### src/rtl/prog_loader.sv
// prog_loader: streams a program (count, bytes, checksum) into CPU
// instruction memory and holds the CPU in reset until a good load.
// Ports:
//   clk, reset (sync, active-high), start (begin a load)
//   in_valid/in_data/in_ready : upstream byte stream handshake
//   ext_mem_write/ext_write_data/ext_data_adr : imem write port
//   cpu_reset : held high except after a successful load
//   busy/done/error : load status; loaded_count : bytes written
module prog_loader #(
  parameter int TIMEOUT_CYCLES = 1024
) (
  input  logic       clk,
  input  logic       reset,
  input  logic       start,
  input  logic       in_valid,
  input  logic [7:0] in_data,
  output logic       in_ready,
  output logic       ext_mem_write,
  output logic [7:0] ext_write_data,
  output logic [7:0] ext_data_adr,
  output logic       cpu_reset,
  output logic       busy,
  output logic       done,
  output logic       error,
  output logic [7:0] loaded_count
);

  typedef enum logic [2:0] {
    IDLE, HDR, DATA, CSUM, DONE, ERR
  } state_t;

  localparam int IW = $clog2(TIMEOUT_CYCLES + 1);
  localparam logic [IW-1:0] idleLast = IW'(TIMEOUT_CYCLES - 1);

  state_t        state;
  logic [7:0]    hdrN;
  logic [7:0]    wrCnt;
  logic [7:0]    sum;
  logic [IW-1:0] idleCnt;
  logic          loading;
  logic          accept;

  assign loading = (state == HDR) || (state == DATA) || (state == CSUM);
  assign accept  = in_valid && loading;

  assign in_ready     = loading;
  assign busy         = loading;
  assign done         = (state == DONE);
  assign error        = (state == ERR);
  assign cpu_reset    = (state != DONE);
  assign loaded_count = wrCnt;

  always_ff @(posedge clk) begin
    if (reset) begin
      state          <= IDLE;
      hdrN           <= '0;
      wrCnt          <= '0;
      sum            <= '0;
      idleCnt        <= '0;
      ext_mem_write  <= 1'b0;
      ext_write_data <= '0;
      ext_data_adr   <= '0;
    end else begin
      // Strobe is a single-cycle pulse following each data accept.
      ext_mem_write <= 1'b0;
      unique case (state)
        IDLE, DONE, ERR: begin
          if (start) begin
            state   <= HDR;
            wrCnt   <= '0;
            sum     <= '0;
            idleCnt <= '0;
          end
        end
        HDR: begin
          if (accept) begin
            hdrN  <= in_data;
            state <= (in_data == 8'd0) ? CSUM : DATA;
          end
        end
        DATA: begin
          if (accept) begin
            ext_mem_write  <= 1'b1;
            ext_write_data <= in_data;
            ext_data_adr   <= wrCnt;
            wrCnt          <= wrCnt + 8'd1;
            sum            <= sum + in_data;
            if (wrCnt == hdrN - 8'd1) state <= CSUM;
          end
        end
        CSUM: begin
          if (accept) state <= (in_data == sum) ? DONE : ERR;
        end
        default: state <= IDLE;
      endcase
      // Idle watchdog; overrides nothing since no accept means
      // no transition was taken above.
      if (loading) begin
        if (accept) begin
          idleCnt <= '0;
        end else if (idleCnt == idleLast) begin
          idleCnt <= '0;
          state   <= ERR;
        end else begin
          idleCnt <= idleCnt + 1'b1;
        end
      end
    end
  end

endmodule

### config.mk
export PLATFORM = sky130hd
export DESIGN_NAME = prog_loader
export DESIGN_NICKNAME = d
export VERILOG_FILES = /design/src/rtl/prog_loader.sv
export SDC_FILE = /design/constraint.sdc
export NUM_CORES = 1
export LEC_CHECK = 0
export CORE_MARGIN = 5
export CORE_UTILIZATION = 29
export CTS_BUF_LIST = sky130_fd_sc_hd__clkbuf_4 sky130_fd_sc_hd__clkbuf_8 sky130_fd_sc_hd__clkbuf_16
export DETAILED_ROUTE_END_ITERATION = 16
export GPL_TIMING_DRIVEN = 0
export PLACE_DENSITY = 0.47
export SLEW_MARGIN = 20
export SYNTH_ARGS = -nofsm -noshare
export SYNTH_HDL_FRONTEND = slang
export SYNTH_SLANG_ARGS = --single-unit
### constraint.sdc
create_clock -name clk -period 2.9 [get_ports clk]
set_clock_uncertainty 0.2 [all_clocks]
set_input_delay 0.435 -clock clk [delete_from_list [all_inputs] [get_ports clk]]
set_output_delay 0.435 -clock clk [all_outputs]
set_load 0.01 [all_outputs]
---- Word-level counts from Yosys, hierarchy flattened ----
Cells that the tools add are included.
operators by class
  add/sub/neg operators ................... 4
  eq/ne operators ......................... 11
  mux-type cells .......................... 22
  bitwise operators ....................... 1
  reduce and logical (&&, ||, !) cells .... 14
operators by type and width
  kind                                                    number
  2-to-1 mux 11 bit                                       5
  one-hot mux 8 bit (2 select lines)                      2
  2-to-1 mux 3 bit                                        8
  2-to-1 mux 8 bit                                        3
  equality test 8 bit                                     2
  one-hot mux 3 bit (4 select lines)                      1
  adder 11 x 1 -> 11 bit (second input constant)          1
  equality test 11 x 10 -> 1 bit (second input constant)  1
  adder 8 x 1 -> 8 bit (second input constant)            1
  adder 8 bit                                             1
  logical NOT 8 bit                                       1
  subtractor 8 x 1 -> 8 bit (second input constant)       1
  equality test 3 x 2 -> 1 bit (second input constant)    2
  equality test 3 bit (second input constant)             2
  AND reduction 2 bit                                     3
  nonzero test 2 bit                                      3
  inequality test 2 bit (second input constant)           2
  equality test 3 x 1 -> 1 bit (second input constant)    1
  logical NOT 3 bit                                       1
  2-to-1 mux 1 bit                                        3
  inequality test 3 bit (second input constant)           1
  AND reduction 3 bit                                     1
  OR reduction 3 bit                                      1
  logical OR 1 bit                                        2
  other kinds (3)                                         3
storage, ports and cells
  register bits after elaboration ......... 55
  bits of input ports ..................... 12
  output and inout port bits .............. 30

---- Logic depth before layout (Yosys ltp) ----
Gate-level depths: netlist of run 1.
  word-level depth ........................ 9
  depth in mapped cells ................... 8
  depth with buffers taken out ............ 8

---- Worst setup path before layout of run 1 ----
Ideal clock, no wire load.
  path type ............................... input-to-reg
  from .................................... in in_data[0]
  to ...................................... reg sum[6]
  arrival time ............................ 1.871 ns
  data required time ...................... 2.583 ns
  setup slack ............................. 0.712 ns
  stages on the path ...................... 8
  path through ............................ ha_1 > fa_1 > a21o_1 > a21oi_1 > o21bai_1 > a21oi_1 > xnor2_1 > a22o_1
between the ends
  word-level cells in the longest chain between the ends .. 3
ends and longest elaborated chain
  item                                line  source
  from (decl)                         16    input logic [7:0] in_data,
  adder 8 bit                         87    sum <= sum + in_data;
  2-to-1 mux 8 bit                    82    if (accept) begin
  one-hot mux 8 bit (2 select lines)  66    unique case (state)
  to (signal assigned)                87
  to (decl)                           38    logic [7:0] sum;
Every way passes these cells. The select of a mux whose other input is x is not followed.
A chain may end at the register's enable or synchronous reset.

---- Worst setup path after layout of run 1 ----
Same ends and word-level chain as after synthesis.

==> results of run 1 <==
sequential cells by signal, summed over array words and instances (netlist names):
signal          count
idleCnt            11
ext_data_adr        8
hdrN                8
sum                 8
loaded_count        8
state               3
ext_write_data      8
ext_mem_write       1
worst paths after layout:
check                                      from  cells after the start               to
worst min register to register  ext_data_adr[4]                      2  ext_data_adr[4]
worst min-delay path            ext_data_adr[4]                      2  ext_data_adr[4]
worst max register to register           sum[0]                      8           sum[6]
worst max-delay path                 in_data[0]                      9           sum[6]
power groups by stage:
stage / Combinational [mW] / Sequential, mW / Clock (mW)
final: 0.234 / 0.786 / 0.476
after global routing: 0.262 / 0.789 / 0.516
after CTS: 0.238 / 0.786 / 0.491
after detailed placement: 0.236 / 0.803 / 0
after global placement: 0.235 / 0.803 / 0
after floorplan: 0.157 / 0.801 / 0
final cells by class:
type                    count  area, um2
plain buffers              16       75.1
clock buffers               7       96.3
clock inverters             1       7.51
fillers                   989       5820
inverters                   7       26.3
multi-input cells         243       1530
flip-flops and latches     55       1100
well taps                 111        139
repair buffers             40        400
cells in the mapped netlist (all sizes together), types with 4 or more instances:
cell	instances	area, um2
nand4	7	43.8
a22o	8	70.1
ha	10	125
nor4	4	31.3
mux2i	6	60.1
xnor2	13	114
clkbuf	6	22.5
nor2	38	153
nand3	4	20.0
a21oi	31	155
nor3	10	66.3
dfxtp	55	1100
xor2	18	158
nand2	47	176
and3	7	43.8
buf	10	52.6
inv	7	26.3
critical path, stage by stage:
cell             delay, ps
clkdlybuf4s50_1        530
ha_1                   290
fa_1                   400
a21o_1                 170
a21oi_1                220
o21bai_1                90
a21oi_1                180
xnor2_1                 80
a22o_1                 190
metal layers:
layer / wire length [um] / part of all wire [%] / global-route usage [%] / vias up
met3: 321 / 4.6 / 3.25 / 5
met5: 0 / 0 / 0 / -
met1: 3500 / 50 / 16.8 / 1071
met4: 46 / 0.66 / 2.74 / 0
met2: 3140 / 45 / 20.3 / 42
li1: - / - / - / 1196
logic make-up after synthesis:
family                     Yosys count
AOI/OAI and AO/OA                   60
xor gates and xnor gates            31
adders and majority gates           11
buffers and inverters               23
DFF                                 55
muxes                                9
and+or+nand+nor                    132
layout by cell type (no fill, tap or decap), drive strengths merged, types with 2 or more instances in the layout:
master	n
a211oi	2
a21o	3
a21oi	31
a22o	8
a31oi	3
and2	2
and3	7
buf	10
clkbuf	13
clkdlybuf4s50	40
dfxtp	55
ha	10
inv	7
mux2	3
mux2i	6
nand2	47
nand2b	3
nand3	4
nand4	7
nor2	38
nor3	10
nor3b	2
nor4	4
o21ai	3
o41ai	2
or2	3
or4	2
xnor2	13
xor2	18
per-stage QoR:
step | util (%) | cell area, um2 | TNS, ps | instances
6_report | 36.7 | 3380 | 0 | 480
5_1_grt | 36.7 | 3380 | 0 | 480
4_1_cts | 36.7 | 3380 | 0 | 480
3_5_place_dp | 35.6 | 3270 | -30.4 | 472
3_3_place_gp | 35.6 | 3270 | -36.6 | 472
2_1_floorplan | - | 2730 | 0 | 321
==> reports/metrics.yaml, run 1 <==
r2r_setup_slack_ps: 740
antenna_cells: 0
antenna_found_initial: 0
synthFlopType: "dfxtp_1"
wl_per_cell_um: 14.6
ios: 42
core_area_um2: 9200
synth-compound-area-share_pct: 13.9
drive_gt1_share_pct: 7.32
htree_levels: 2
die_y_um: 107
routed_via_density: 4.82
synth_warnings: 0
setup_slack_ps: 325
postSynthCellCount: 321
fin_crit_ps: 2580
fin_crit_sh_pct: 88.8
slew_headroom_pct: 57.2
grt_setup_unrepaired: "no"
synthXorXnorAreaFrac_pct: 9.94
path_class: "in -> reg"
antenna_left: 0
hp-class: "reg -> reg"
synth_area_per_cell_um2: 8.51
p_sw_share_pct: 27.0
setup_violations: 0
drt_iter0_drc: 78
syn_area_um2: 2730
synth-seq-area-share_pct: 40.3
first_pass_iters: 4
start_util_pct: 29.7
grt_start_max_net_pins: 17
cp.arrival_ps: 2590
overflow: 0
synth_mux_area_share_pct: 3.43
cp-end-kind: "flip-flop"
pwr-share-comb_pct: 15.6
status: "complete, no violations"
worst-path-max-fanout: 4
path_clk_slew_ps: 100
via_count: 2314
grt_pass1_vias: 2284
power.density_nw_per_um2: 443
die_w_um: 107
dieArea_um2: 11500
crit_path_start_kind: "input pin"
ctsHoldBuffers: 0
cts_buffers: 5
wl_um: 7010
leakage_nw: 1.27
drcViolationCount: 0
pwr-share-seq_pct: 52.6
nNetsFinal: 391
ctsResizeCount: 0
synth.distinct_cells: 48
hold_ws_ps: 258
synthArstFlopShare_pct: 0
tightest_slew_ps: 636
synth_top_family_by_area: "simple AND/OR/NAND/NOR gates"
synth_edf_count: 0
synth_seq_cells: 55
rows: 35
hold_violations: 0
drv_slew: 0
drv_cap: 0
synth_fa_ha_area_share_pct: 5.31
ir_drop_mv: 0.194
power.switching_uw: 404
gp_congestion: 0.802
clk_latency_ps: 310
yosys.area_share.simple_pct: 23.4
cts-root-buf: "clkbuf_8"
dp_hpwl_um: 5210
synth_fp_nets: 344
crit_required_ps: 2910
cts_setup_buffers: 0
grt_pass1_wl_um: 11500
area_growth_pct: 23.5
pwr-share-clk_pct: 31.8
cts_sinks: 55
dp_slack_ps: -30.4
grt_util_all_layers_pct: 12.6
fmax_mhz: 388
tritoncts: "built"
p_int_mw: 1.09
total_power_mw: 1.50
clock_path_buffers: 2
port_buffers: 40
No activity file was read; power rests on OpenSTA's default activity.
==> inputs of run 2 (changes only) <==
RECOVER_POWER = 50   (was default)
==> run 2 against run 1 <==
  * Final area decreased by 0.15%
  * Highest routed layer unchanged
  * Clock-buffer cell count unchanged
  * Critical endpoint is now sum[7]
  * Worst setup slack worse by 17 ps
  * Sequential share of layout area is essentially flat
  * Register-to-register slack got worse by 150 ps
  * Die area did not move
  * Core utilization decreased by 0.054 points
  * Non-clock buffer count is the same
  * Power decreased by 0.23%
  * Final cell count did not move
  * Critical path depth down 1
==> reports/metrics.yaml, run 2 (synthesis gave the netlist of run 1 again) <==
status: "complete, no violations"
overflow: 0
hold_violations: 0
cp-end-kind: "flip-flop"
hp-class: "reg -> reg"
highest_layer: "met4"
core_area_um2: 9200
largest_register_ffs: 11
cts_buffers: 5
worst_r2r_startpoint: "state[1]"
crit_path_start: "in_data[1]"
area_growth_pct: 23.4
fill_cells: 991
hold_path_end: "ext_data_adr[4]"
die_y_um: 107
crit_required_ps: 2940
antenna_left: 0
dieArea_um2: 11500
worstHoldStart: "ext_data_adr[4]"
grt_setup_unrepaired: "no"
die_w_um: 107
tritoncts: "built"
met1Wirelength_um: 3510
grt_pass1_wl_um: 11500
dp_hpwl_um: 5210
rr_endpoint: "sum[7]"
fin_crit_sh_pct: 89.4
final_cell_mix: "dfxtp_1 (55), nand2_1 (47), nor2_1 (36), a21oi_1 (31), dlygate4sd3_1 (25)"
cts_setup_buffers: 0
cts_sinks: 55
rows: 35
cp.arrival_ps: 2640
first_pass_iters: 4
nNetsFinal: 391
leakage_nw: 1.34
drive_gt1_share_pct: 6.23
grt_pass1_vias: 2284
antenna_cells: 0
tightest_slew_ps: 645
routed-wl-met2_um: 3150
wl_per_cell_um: 14.6
instances_no_fill: 480
ios: 42
setup_violations: 0
hold_ws_ps: 255
drv_slew: 0
clk_latency_ps: 300
routed_via_density: 4.83
via_count: 2320
ctsResizeCount: 0
fmax_mhz: 386
ff2ff_path_depth: 8
drcViolationCount: 0
crit_path_start_kind: "input pin"
start_util_pct: 29.7
routed-wl-met3_um: 307
ctsHoldBuffers: 0
clock_path_buffers: 2
path_class: "in -> reg"
slew_headroom_pct: 56.5
path_clk_slew_ps: 100
final_common_cell: "dfxtp_1"
htree_levels: 2
cts-root-buf: "clkbuf_8"
worst-path-max-fanout: 5
setup_tns_ps: 0
total_power_mw: 1.49
drv_cap: 0
r2r_setup_slack_ps: 590
placed_cells: 472
port_buffers: 40
worstHoldPathCells: 2
ir_drop_mv: 0.194
power.density_nw_per_um2: 443
gp_congestion: 0.802
grt_start_max_net_pins: 17
antenna_found_initial: 0
fin_crit_ps: 2590
drt_iter0_drc: 74
top_register: "idleCnt"
grt_util_all_layers_pct: 12.6
wl_um: 7010
run 2: cell type report:
type	instances	area (um2)	area share, %
repair buffers	40	400	11.9
clock buffers	7	96.3	2.86
flip-flops and latches	55	1100	32.7
well taps	111	139	4.12
inverters	7	26.3	0.780
plain buffers	16	70.1	2.08
clock inverters	1	7.51	0.223
multi-input cells	243	1530	45.4
run 2: critical path: stages:
cell	delay, ps
clkdlybuf4s50_1	650
ha_1	310
a21oi_1	220
o211ai_1	160
o41ai_1	410
xor2_1	230
a21oi_1	90
o22ai_1	130
run 2: through the flow:
step / instance area [um2] / setup WS (ps) / util [%]
2_1_floorplan: 2730 / 712 / -
3_3_place_gp: 3270 / -36.6 / 35.6
3_5_place_dp: 3270 / -30.4 / 35.6
4_1_cts: 3380 / 313 / 36.7
5_1_grt: 3370 / 167 / 36.7
6_report: 3370 / 308 / 36.7
run 2: worst max path at each step:
stage | slack [ps] | endpoint | cells past startpoint
6_report | 310 | sum[7] | 8
5_1_grt | 170 | sum[6] | 9
4_1_cts | 310 | sum[6] | 9
3_5_place_dp | -30 | sum[6] | 9
3_3_place_gp | -40 | sum[6] | 9
2_1_floorplan | 710 | sum[6] | 8
run 2: power by group:
part           internal [mW]  total, mW  leakage [nW]  switching, mW
logic                  0.100      0.231         0.844          0.131
registers              0.771      0.786         0.444         0.0148
clock network          0.218      0.475        0.0505          0.257
total                   1.09       1.49          1.34          0.403
run 2: layer usage:
layer  global-route usage (%)  vias to the layer above
li1                         -                     1195
met1                     16.8                     1081
met2                     20.3                       39
met3                     3.25                        5
met4                     2.74                        0
met5                        0                        -
